## src/rtl/frame_buffer_wr_ctrl_if.sv

```systemverilog
// AXI4-Stream bundle shared by the frame buffer write path.
// Master drives data and valid, slave drives tready.
interface axi4_stream_if #(
    parameter int DATA_WIDTH = 32
);
    logic [DATA_WIDTH-1:0]   tdata;
    logic [DATA_WIDTH/8-1:0] tstrb;
    logic [DATA_WIDTH/8-1:0] tkeep;
    logic                    tlast;
    logic                    tuser;
    logic                    tvalid;
    logic                    tready;

    modport master (
        output tdata, tstrb, tkeep, tlast, tuser, tvalid,
        input  tready
    );

    modport slave (
        input  tdata, tstrb, tkeep, tlast, tuser, tvalid,
        output tready
    );
endinterface

```

## src/rtl/frame_buffer_wr_ctrl.sv

```systemverilog
// Frame sequencer for the stream-to-AXI4 line writer: gates video per line, drives line address and size.
// Latency: SOF to first forwarded beat is 2 cycles; backpressure from video_o passes straight to video_i in PASS_S.
module frame_buffer_wr_ctrl #(
    parameter int          ADDR_WIDTH     = 32,
    parameter int          PKT_SIZE_WIDTH = 14,
    parameter logic [31:0] BASE_ADDR      = 32'h0000_0000,
    parameter logic [31:0] FRAME_SIZE_B   = 32'h0080_0000,
    parameter int          LINE_STRIDE_B  = 4096,
    parameter int          LINES_WIDTH    = 12,
    parameter int          N_BUFS         = 3,
    parameter int          OUTST_WIDTH    = 8
) (
    input  logic                      clk_i,
    input  logic                      rst_i,
    input  logic                      en_i,
    input  logic [PKT_SIZE_WIDTH-1:0] line_size_i,
    input  logic [LINES_WIDTH-1:0]    frame_lines_i,
    input  logic [1:0]                rd_buf_i,
    axi4_stream_if.slave              video_i,
    axi4_stream_if.master             video_o,
    output logic [PKT_SIZE_WIDTH-1:0] pkt_size_o,
    output logic [ADDR_WIDTH-1:0]     addr_o,
    input  logic                      aw_hs_i,
    input  logic                      b_hs_i,
    output logic [1:0]                wr_buf_o,
    output logic                      frame_done_o,
    output logic                      short_frame_o
);

    typedef enum logic [2:0] {
        IDLE_S,
        SETUP_S,
        PASS_S,
        GAP_S,
        DRAIN_S
    } state_t;

    state_t                    state_q, state_d;
    logic [1:0]                cur_buf_q, cur_buf_d;
    logic [1:0]                wr_buf_q, wr_buf_d;
    logic [ADDR_WIDTH-1:0]     addr_q, addr_d;
    logic [PKT_SIZE_WIDTH-1:0] pkt_q, pkt_d;
    logic [LINES_WIDTH-1:0]    lines_q, lines_d;
    logic [LINES_WIDTH-1:0]    line_cnt_q, line_cnt_d;
    logic [LINES_WIDTH-1:0]    line_cnt_inc;
    logic [OUTST_WIDTH-1:0]    outst_q, outst_d;
    logic                      done_q, done_d;
    logic                      short_q, short_d;
    logic                      in_rdy;
    logic                      pass;

    logic [1:0]            nb_inc, nb_skip, nb_sel;
    logic [ADDR_WIDTH-1:0] buf_base;

    // Next buffer in rotation, stepping over the one the reader holds.
    always_comb begin
        nb_inc   = (cur_buf_q == 2'(N_BUFS - 1)) ? 2'd0 : cur_buf_q + 2'd1;
        nb_skip  = (nb_inc == 2'(N_BUFS - 1)) ? 2'd0 : nb_inc + 2'd1;
        nb_sel   = (nb_inc == rd_buf_i) ? nb_skip : nb_inc;
        buf_base = ADDR_WIDTH'(BASE_ADDR) + ADDR_WIDTH'(nb_sel) * ADDR_WIDTH'(FRAME_SIZE_B);
    end

    assign line_cnt_inc = line_cnt_q + LINES_WIDTH'(1);

    always_comb begin
        state_d    = state_q;
        cur_buf_d  = cur_buf_q;
        wr_buf_d   = wr_buf_q;
        addr_d     = addr_q;
        pkt_d      = pkt_q;
        lines_d    = lines_q;
        line_cnt_d = line_cnt_q;
        done_d     = 1'b0;
        short_d    = 1'b0;
        in_rdy     = 1'b0;
        case (state_q)
            IDLE_S: begin
                // The SOF beat is held, not consumed, so it becomes the first beat of the frame.
                if (video_i.tvalid && video_i.tuser && en_i) begin
                    state_d = SETUP_S;
                end else begin
                    in_rdy = 1'b1;
                end
            end
            SETUP_S: begin
                cur_buf_d  = nb_sel;
                addr_d     = buf_base;
                pkt_d      = line_size_i;
                lines_d    = frame_lines_i;
                line_cnt_d = '0;
                state_d    = PASS_S;
            end
            PASS_S: begin
                in_rdy = video_o.tready;
                if (video_i.tvalid && video_o.tready && video_i.tlast) begin
                    line_cnt_d = line_cnt_inc;
                    addr_d     = addr_q + ADDR_WIDTH'(LINE_STRIDE_B);
                    state_d    = (line_cnt_inc == lines_q) ? DRAIN_S : GAP_S;
                end
            end
            GAP_S: begin
                if (video_i.tvalid) begin
                    if (video_i.tuser) begin
                        short_d = 1'b1;
                        state_d = SETUP_S;
                    end else begin
                        state_d = PASS_S;
                    end
                end
            end
            DRAIN_S: begin
                if (outst_q == '0 && !aw_hs_i) begin
                    wr_buf_d = cur_buf_q;
                    done_d   = 1'b1;
                    state_d  = IDLE_S;
                end
            end
            default: state_d = IDLE_S;
        endcase
    end

    always_comb begin
        outst_d = outst_q;
        case ({aw_hs_i, b_hs_i})
            2'b10:   outst_d = outst_q + OUTST_WIDTH'(1);
            2'b01:   outst_d = outst_q - OUTST_WIDTH'(1);
            default: outst_d = outst_q;
        endcase
    end

    always_ff @(posedge clk_i or posedge rst_i) begin
        if (rst_i) begin
            state_q    <= IDLE_S;
            cur_buf_q  <= '0;
            wr_buf_q   <= '0;
            addr_q     <= '0;
            pkt_q      <= '0;
            lines_q    <= '0;
            line_cnt_q <= '0;
            outst_q    <= '0;
            done_q     <= 1'b0;
            short_q    <= 1'b0;
        end else begin
            state_q    <= state_d;
            cur_buf_q  <= cur_buf_d;
            wr_buf_q   <= wr_buf_d;
            addr_q     <= addr_d;
            pkt_q      <= pkt_d;
            lines_q    <= lines_d;
            line_cnt_q <= line_cnt_d;
            outst_q    <= outst_d;
            done_q     <= done_d;
            short_q    <= short_d;
        end
    end

    // Stream is gated combinationally from state so tvalid drops as soon as reset hits.
    assign pass           = (state_q == PASS_S);
    assign video_i.tready = in_rdy;
    assign video_o.tvalid = pass & video_i.tvalid;
    assign video_o.tdata  = pass ? video_i.tdata : '0;
    assign video_o.tstrb  = pass ? video_i.tstrb : '0;
    assign video_o.tkeep  = pass ? video_i.tkeep : '0;
    assign video_o.tlast  = pass & video_i.tlast;
    assign video_o.tuser  = pass & video_i.tuser;

    assign pkt_size_o    = pkt_q;
    assign addr_o        = addr_q;
    assign wr_buf_o      = wr_buf_q;
    assign frame_done_o  = done_q;
    assign short_frame_o = short_q;

    a_outst_overflow: assert property (@(posedge clk_i) disable iff (rst_i)
        !(aw_hs_i && !b_hs_i && (&outst_q)));
    a_outst_underflow: assert property (@(posedge clk_i) disable iff (rst_i)
        !(b_hs_i && !aw_hs_i && (outst_q == '0)));

endmodule
```

## src/flat_wrapper.sv

```systemverilog
// flat-port wrapper written by rule: the top's interface ports become plain ports
module frame_buffer_wr_ctrl_flat 
#(
    parameter int          ADDR_WIDTH     = 32,
    parameter int          PKT_SIZE_WIDTH = 14,
    parameter logic [31:0] BASE_ADDR      = 32'h0000_0000,
    parameter logic [31:0] FRAME_SIZE_B   = 32'h0080_0000,
    parameter int          LINE_STRIDE_B  = 4096,
    parameter int          LINES_WIDTH    = 12,
    parameter int          N_BUFS         = 3,
    parameter int          OUTST_WIDTH    = 8
)
  (clk_i, rst_i, en_i, line_size_i, frame_lines_i, rd_buf_i, pkt_size_o, addr_o, aw_hs_i, b_hs_i, wr_buf_o, frame_done_o, short_frame_o, video_i_tdata, video_i_tstrb, video_i_tkeep, video_i_tlast, video_i_tuser, video_i_tvalid, video_i_tready, video_o_tdata, video_o_tstrb, video_o_tkeep, video_o_tlast, video_o_tuser, video_o_tvalid, video_o_tready);
  axi4_stream_if video_i_i ();
  axi4_stream_if video_o_i ();
  input  logic clk_i;
  input  logic rst_i;
  input  logic en_i;
  input  logic [PKT_SIZE_WIDTH-1:0] line_size_i;
  input  logic [LINES_WIDTH-1:0] frame_lines_i;
  input  logic [1:0] rd_buf_i;
  output logic [PKT_SIZE_WIDTH-1:0] pkt_size_o;
  output logic [ADDR_WIDTH-1:0] addr_o;
  input  logic aw_hs_i;
  input  logic b_hs_i;
  output logic [1:0] wr_buf_o;
  output logic frame_done_o;
  output logic short_frame_o;
  input wire logic [$bits(video_i_i.tdata)-1:0] video_i_tdata;
  input wire logic [$bits(video_i_i.tstrb)-1:0] video_i_tstrb;
  input wire logic [$bits(video_i_i.tkeep)-1:0] video_i_tkeep;
  input wire logic [$bits(video_i_i.tlast)-1:0] video_i_tlast;
  input wire logic [$bits(video_i_i.tuser)-1:0] video_i_tuser;
  input wire logic [$bits(video_i_i.tvalid)-1:0] video_i_tvalid;
  output wire logic [$bits(video_i_i.tready)-1:0] video_i_tready;
  output wire logic [$bits(video_o_i.tdata)-1:0] video_o_tdata;
  output wire logic [$bits(video_o_i.tstrb)-1:0] video_o_tstrb;
  output wire logic [$bits(video_o_i.tkeep)-1:0] video_o_tkeep;
  output wire logic [$bits(video_o_i.tlast)-1:0] video_o_tlast;
  output wire logic [$bits(video_o_i.tuser)-1:0] video_o_tuser;
  output wire logic [$bits(video_o_i.tvalid)-1:0] video_o_tvalid;
  input wire logic [$bits(video_o_i.tready)-1:0] video_o_tready;
  assign video_i_i.tdata = video_i_tdata;
  assign video_i_i.tstrb = video_i_tstrb;
  assign video_i_i.tkeep = video_i_tkeep;
  assign video_i_i.tlast = video_i_tlast;
  assign video_i_i.tuser = video_i_tuser;
  assign video_i_i.tvalid = video_i_tvalid;
  assign video_i_tready = video_i_i.tready;
  assign video_o_tdata = video_o_i.tdata;
  assign video_o_tstrb = video_o_i.tstrb;
  assign video_o_tkeep = video_o_i.tkeep;
  assign video_o_tlast = video_o_i.tlast;
  assign video_o_tuser = video_o_i.tuser;
  assign video_o_tvalid = video_o_i.tvalid;
  assign video_o_i.tready = video_o_tready;
  frame_buffer_wr_ctrl #(.ADDR_WIDTH(ADDR_WIDTH), .PKT_SIZE_WIDTH(PKT_SIZE_WIDTH), .BASE_ADDR(BASE_ADDR), .FRAME_SIZE_B(FRAME_SIZE_B), .LINE_STRIDE_B(LINE_STRIDE_B), .LINES_WIDTH(LINES_WIDTH), .N_BUFS(N_BUFS), .OUTST_WIDTH(OUTST_WIDTH)) u_core (.clk_i(clk_i), .rst_i(rst_i), .en_i(en_i), .line_size_i(line_size_i), .frame_lines_i(frame_lines_i), .rd_buf_i(rd_buf_i), .video_i(video_i_i), .video_o(video_o_i), .pkt_size_o(pkt_size_o), .addr_o(addr_o), .aw_hs_i(aw_hs_i), .b_hs_i(b_hs_i), .wr_buf_o(wr_buf_o), .frame_done_o(frame_done_o), .short_frame_o(short_frame_o));
endmodule
```

## config.mk

```make
export PLATFORM = sky130hd
export DESIGN_NAME = frame_buffer_wr_ctrl_flat
export DESIGN_NICKNAME = d
export VERILOG_FILES = /design/src/rtl/frame_buffer_wr_ctrl_if.sv /design/src/rtl/frame_buffer_wr_ctrl.sv /design/src/flat_wrapper.sv
export SDC_FILE = /design/constraint.sdc
export NUM_CORES = 1
export LEC_CHECK = 0
export BUFFER_PORTS_ARGS = -buffer_cell sky130_fd_sc_hd__clkbuf_2
export CAP_MARGIN = 20
export CORE_UTILIZATION = 35
export CTS_BUF_LIST = sky130_fd_sc_hd__clkbuf_8
export CTS_CLUSTER_SIZE = 8
export DETAILED_ROUTE_END_ITERATION = 12
export RECOVER_POWER = 50
export SYNTH_ARGS = -nofsm -noshare
export SYNTH_HDL_FRONTEND = slang
export SYNTH_SLANG_ARGS = --single-unit
export TNS_END_PERCENT = 30
```

## constraint.sdc

```tcl
create_clock -name clk_i -period 1.9 [get_ports clk_i]
set_input_delay 0.19 -clock clk_i [delete_from_list [all_inputs] [get_ports clk_i]]
set_output_delay 0.19 -clock clk_i [all_outputs]
set_load 0.005 [all_outputs]
```

==> key figures <==
Status
  – Status: completed

Routing
  – DR pass1 iterations: 6
  – Initial DRC count: 153
  – DR WL/cell: 13.58 microns
  – Via/cell ratio: 4.810
  – Drt total wl: 11230 microns
  – DR vias: 3978
  – DRT antenna net count: 0
  – DRC violation count after routing: 0

Power and ir drop
  – Lkg Pwr: 2.820 nW
  – Peak VDD IR: 0.6168 mV
  – Pwr Density: 1181 nW/um^2

Yosys
  – Async S/R FF share, synth: 100.0%
  – Yosys top cell area share: 42.86%
  – Mapped Avg Cell Area: 9.397 sq um
  – Synth warnings: 0
  – EDFF count, synth: 0
  – Mapped Area: 4379 sq um
  – Cell type with the largest total area after synthesis: dfrtp_1
  – #FFs+latches synth: 75
  – Synth Flop Type: dfrtp_1
  – Seq/Total Area, Yosys: 42.86%
  – Post-Synthesis Cells: 466
  – Netlist cell types: 47
  – Top post-synthesis cells by area: dfrtp_1, mux2_2, and2_1

Run
  – Max cap viols: 0

Critical path
  – Setup crit start kind: register
  – Kind of critical path: reg -> reg
  – CP startpoint: u_core.line_cnt_q[1]$_DFFE_PP0P_
  – R2r setup slk: 30 ps
  – Arr. time, crit path: 2140 ps
  – R2R depth: 7
  – WP data required: 2170 ps
  – R2r endpoint: u_core.state_q[2]$_DFFE_PP0P_
  – FF-to-FF Start: u_core.line_cnt_q[1]$_DFFE_PP0P_
  – Crit path max fanout: 4
  – Worst Setup EP: u_core.state_q[2]$_DFFE_PP0P_
  – Kind of end point of the critical path: register

Global route
  – Vias in the first global route: 3894
  – Initial antenna violation count: 0
  – Largest net degree at the start of global routing: 76
  – Gr usage total: 17.77%
  – Grt total ovfl: 0
  – Global-route wire length before repair: 18050 microns

Finish
  – # diodes: 0
  – Commonest non-fill, non-tap cell in the layout: clkbuf_2
  – Final Net Count: 742
  – Fin area: 5822 sq um
  – Share of cells above drive strength 1: 37.33%
  – Most frequent cells in the layout: clkbuf_2, dfrtp_1, and2_1, nand2_1, nor2_1
  – Fin cells: 827
  – Area delta synth->final: 32.94%

Timing
  – Setup TNS: 0 ps
  – RSZ-0062 raised after global routing: true
  – Min cycle time layout: 1871 ps
  – Peak Freq: 534.4 MHz
  – Worst slew margin: 31.80%
  – Final period util: 98.49%
  – Max-slew violation count: 0
  – Hold Violations, Final: 0
  – Setup violations, final: 0
  – Worst-margin pin slew: 1023 ps
  – Final Skew: 8.893 ps

Worst hold path
  – Hold Crit Class: in -> reg
  – Hold_sp: frame_lines_i[9]

Die
  – I/O pin total: 171
  – # rows: 40
  – Core area: 12110 sq um
  – DIE HEIGHT: 113.9 microns
  – DIE WIDTH: 113.9 microns
  – Initial Utilization: 36.16%
  – Die area: 12960 sq um

Clock tree
  – Clock transition at path regs: 70 ps
  – Maximum clock path buffer count: 2
  – Num CTS Buffers: 9
  – Clock Sink Count: 75
  – Root buffer cell: clkbuf_8
  – CTS tree: yes
  – H-tree lvl count: 3
  – Clock latency on the worst-skew pair: 350 ps

Place
  – Final RePlAce weighted congestion: 0.8182
  – Port Buffers: 158
  – Hpwl dp: 8634 microns
  – Placed Instance Area: 5612 sq um
  – Placed cells: 809
## critical path: stages (launching register included)
cell     delay, ps
dfrtp_1        430
buf_4          150
and3_1         230
nor3_1         210
nand3_1        100
a31oi_1        330
nand4_1        150
a21oi_1        180
## cell usage after synthesis, drive strengths merged (6+ instances only)
library cell  count
nor2             40
nand4            10
xor2             19
mux2             29
o31ai             8
and2             44
inv              14
xnor2            18
nand2            40
dfrtp            75
nor4              6
clkbuf           14
ha                9
nand3            18
buf              21
nor3             16
a21oi            13
o21ai            27
## logic make-up (layout without fill, tap and decap cells)
family | count (synthesis) | after routing | share of synthesized area, %
mux | 31 | 31 | 7.914
simple gates | 196 | 196 | 23.86
compound gates | 67 | 67 | 9.428
flops | 75 | 75 | 42.86
buf+inv | 49 | 231 | 5.429
xor+xnor | 37 | 37 | 7.400
fa+ha+maj | 10 | 10 | 3.029
other cells | 1 | 12 | 0.08563
## where the power goes
group / switching (W) / total [W] / internal, W
sequential: 0.000418 / 0.00253 / 0.00211
clock: 0.000561 / 0.00114 / 0.000581
combinational: 0.00155 / 0.00321 / 0.00165
## metal layers
metal  global-route usage, %  part of all wire (%)
met5                       0                     0
met4                   8.139                   1.9
met3                   2.550                   4.9
met2                   31.50                    50
met1                   21.31                    43
## stage by stage
stage	hold WS (ps)	util (%)	total power, W	setup slack, ps
detailed placement	330.1	46.33	0.005721	-180.7
global route	57.02	48.07	0.007465	-90.46
CTS	33.92	48.11	0.006979	8.497
global placement	330.9	46.33	0.005622	-62.41
finish	59.02	48.07	0.006875	28.72
floorplan	306.8	-	0.004388	-16.74
## state kept, by name, indices dropped and copies added (netlist names)
signal                count
u_core.cur_buf_q          2
u_core.short_frame_o      1
u_core.outst_q            8
u_core.wr_buf_o           2
u_core.pkt_size_o        14
u_core.line_cnt_q        12
u_core.frame_done_o       1
u_core.addr_o            20
u_core.state_q            3
u_core.lines_q           12
## worst min-delay path by stage
stage,end,slack (ps),depth (start not counted)
3_5_place_dp,u_core.pkt_size_o[11]$_DFFE_PP0P_,330,3
3_3_place_gp,u_core.pkt_size_o[5]$_DFFE_PP0P_,330,3
2_1_floorplan,u_core.lines_q[9]$_DFFE_PP0P_,310,2
6_report,u_core.lines_q[9]$_DFFE_PP0P_,60,3
4_1_cts,u_core.lines_q[9]$_DFFE_PP0P_,30,3
5_1_grt,u_core.lines_q[10]$_DFFE_PP0P_,60,2
## layout make-up
cell class                 instances  area [sq um]
timing repair buffer             202          1132
clock buffer                       9         123.9
inverter                          14         56.30
sequential                        75          1884
multi-input combinational        353          2364
tap                              168         210.2
fill                            1182          6290
clock inverter                     6         51.30
## what timing repair did
action                                  4_1_cts  5_1_grt
cloned                                        0        0
hold buffers                                  1        0
endpoints found under the setup margin       47        8
resized for setup                             8       13
buffers inserted                              1        1
hold endpoints to repair                     75        0
pin swaps                                     1        4
Power figures use the tool's default switching activity.
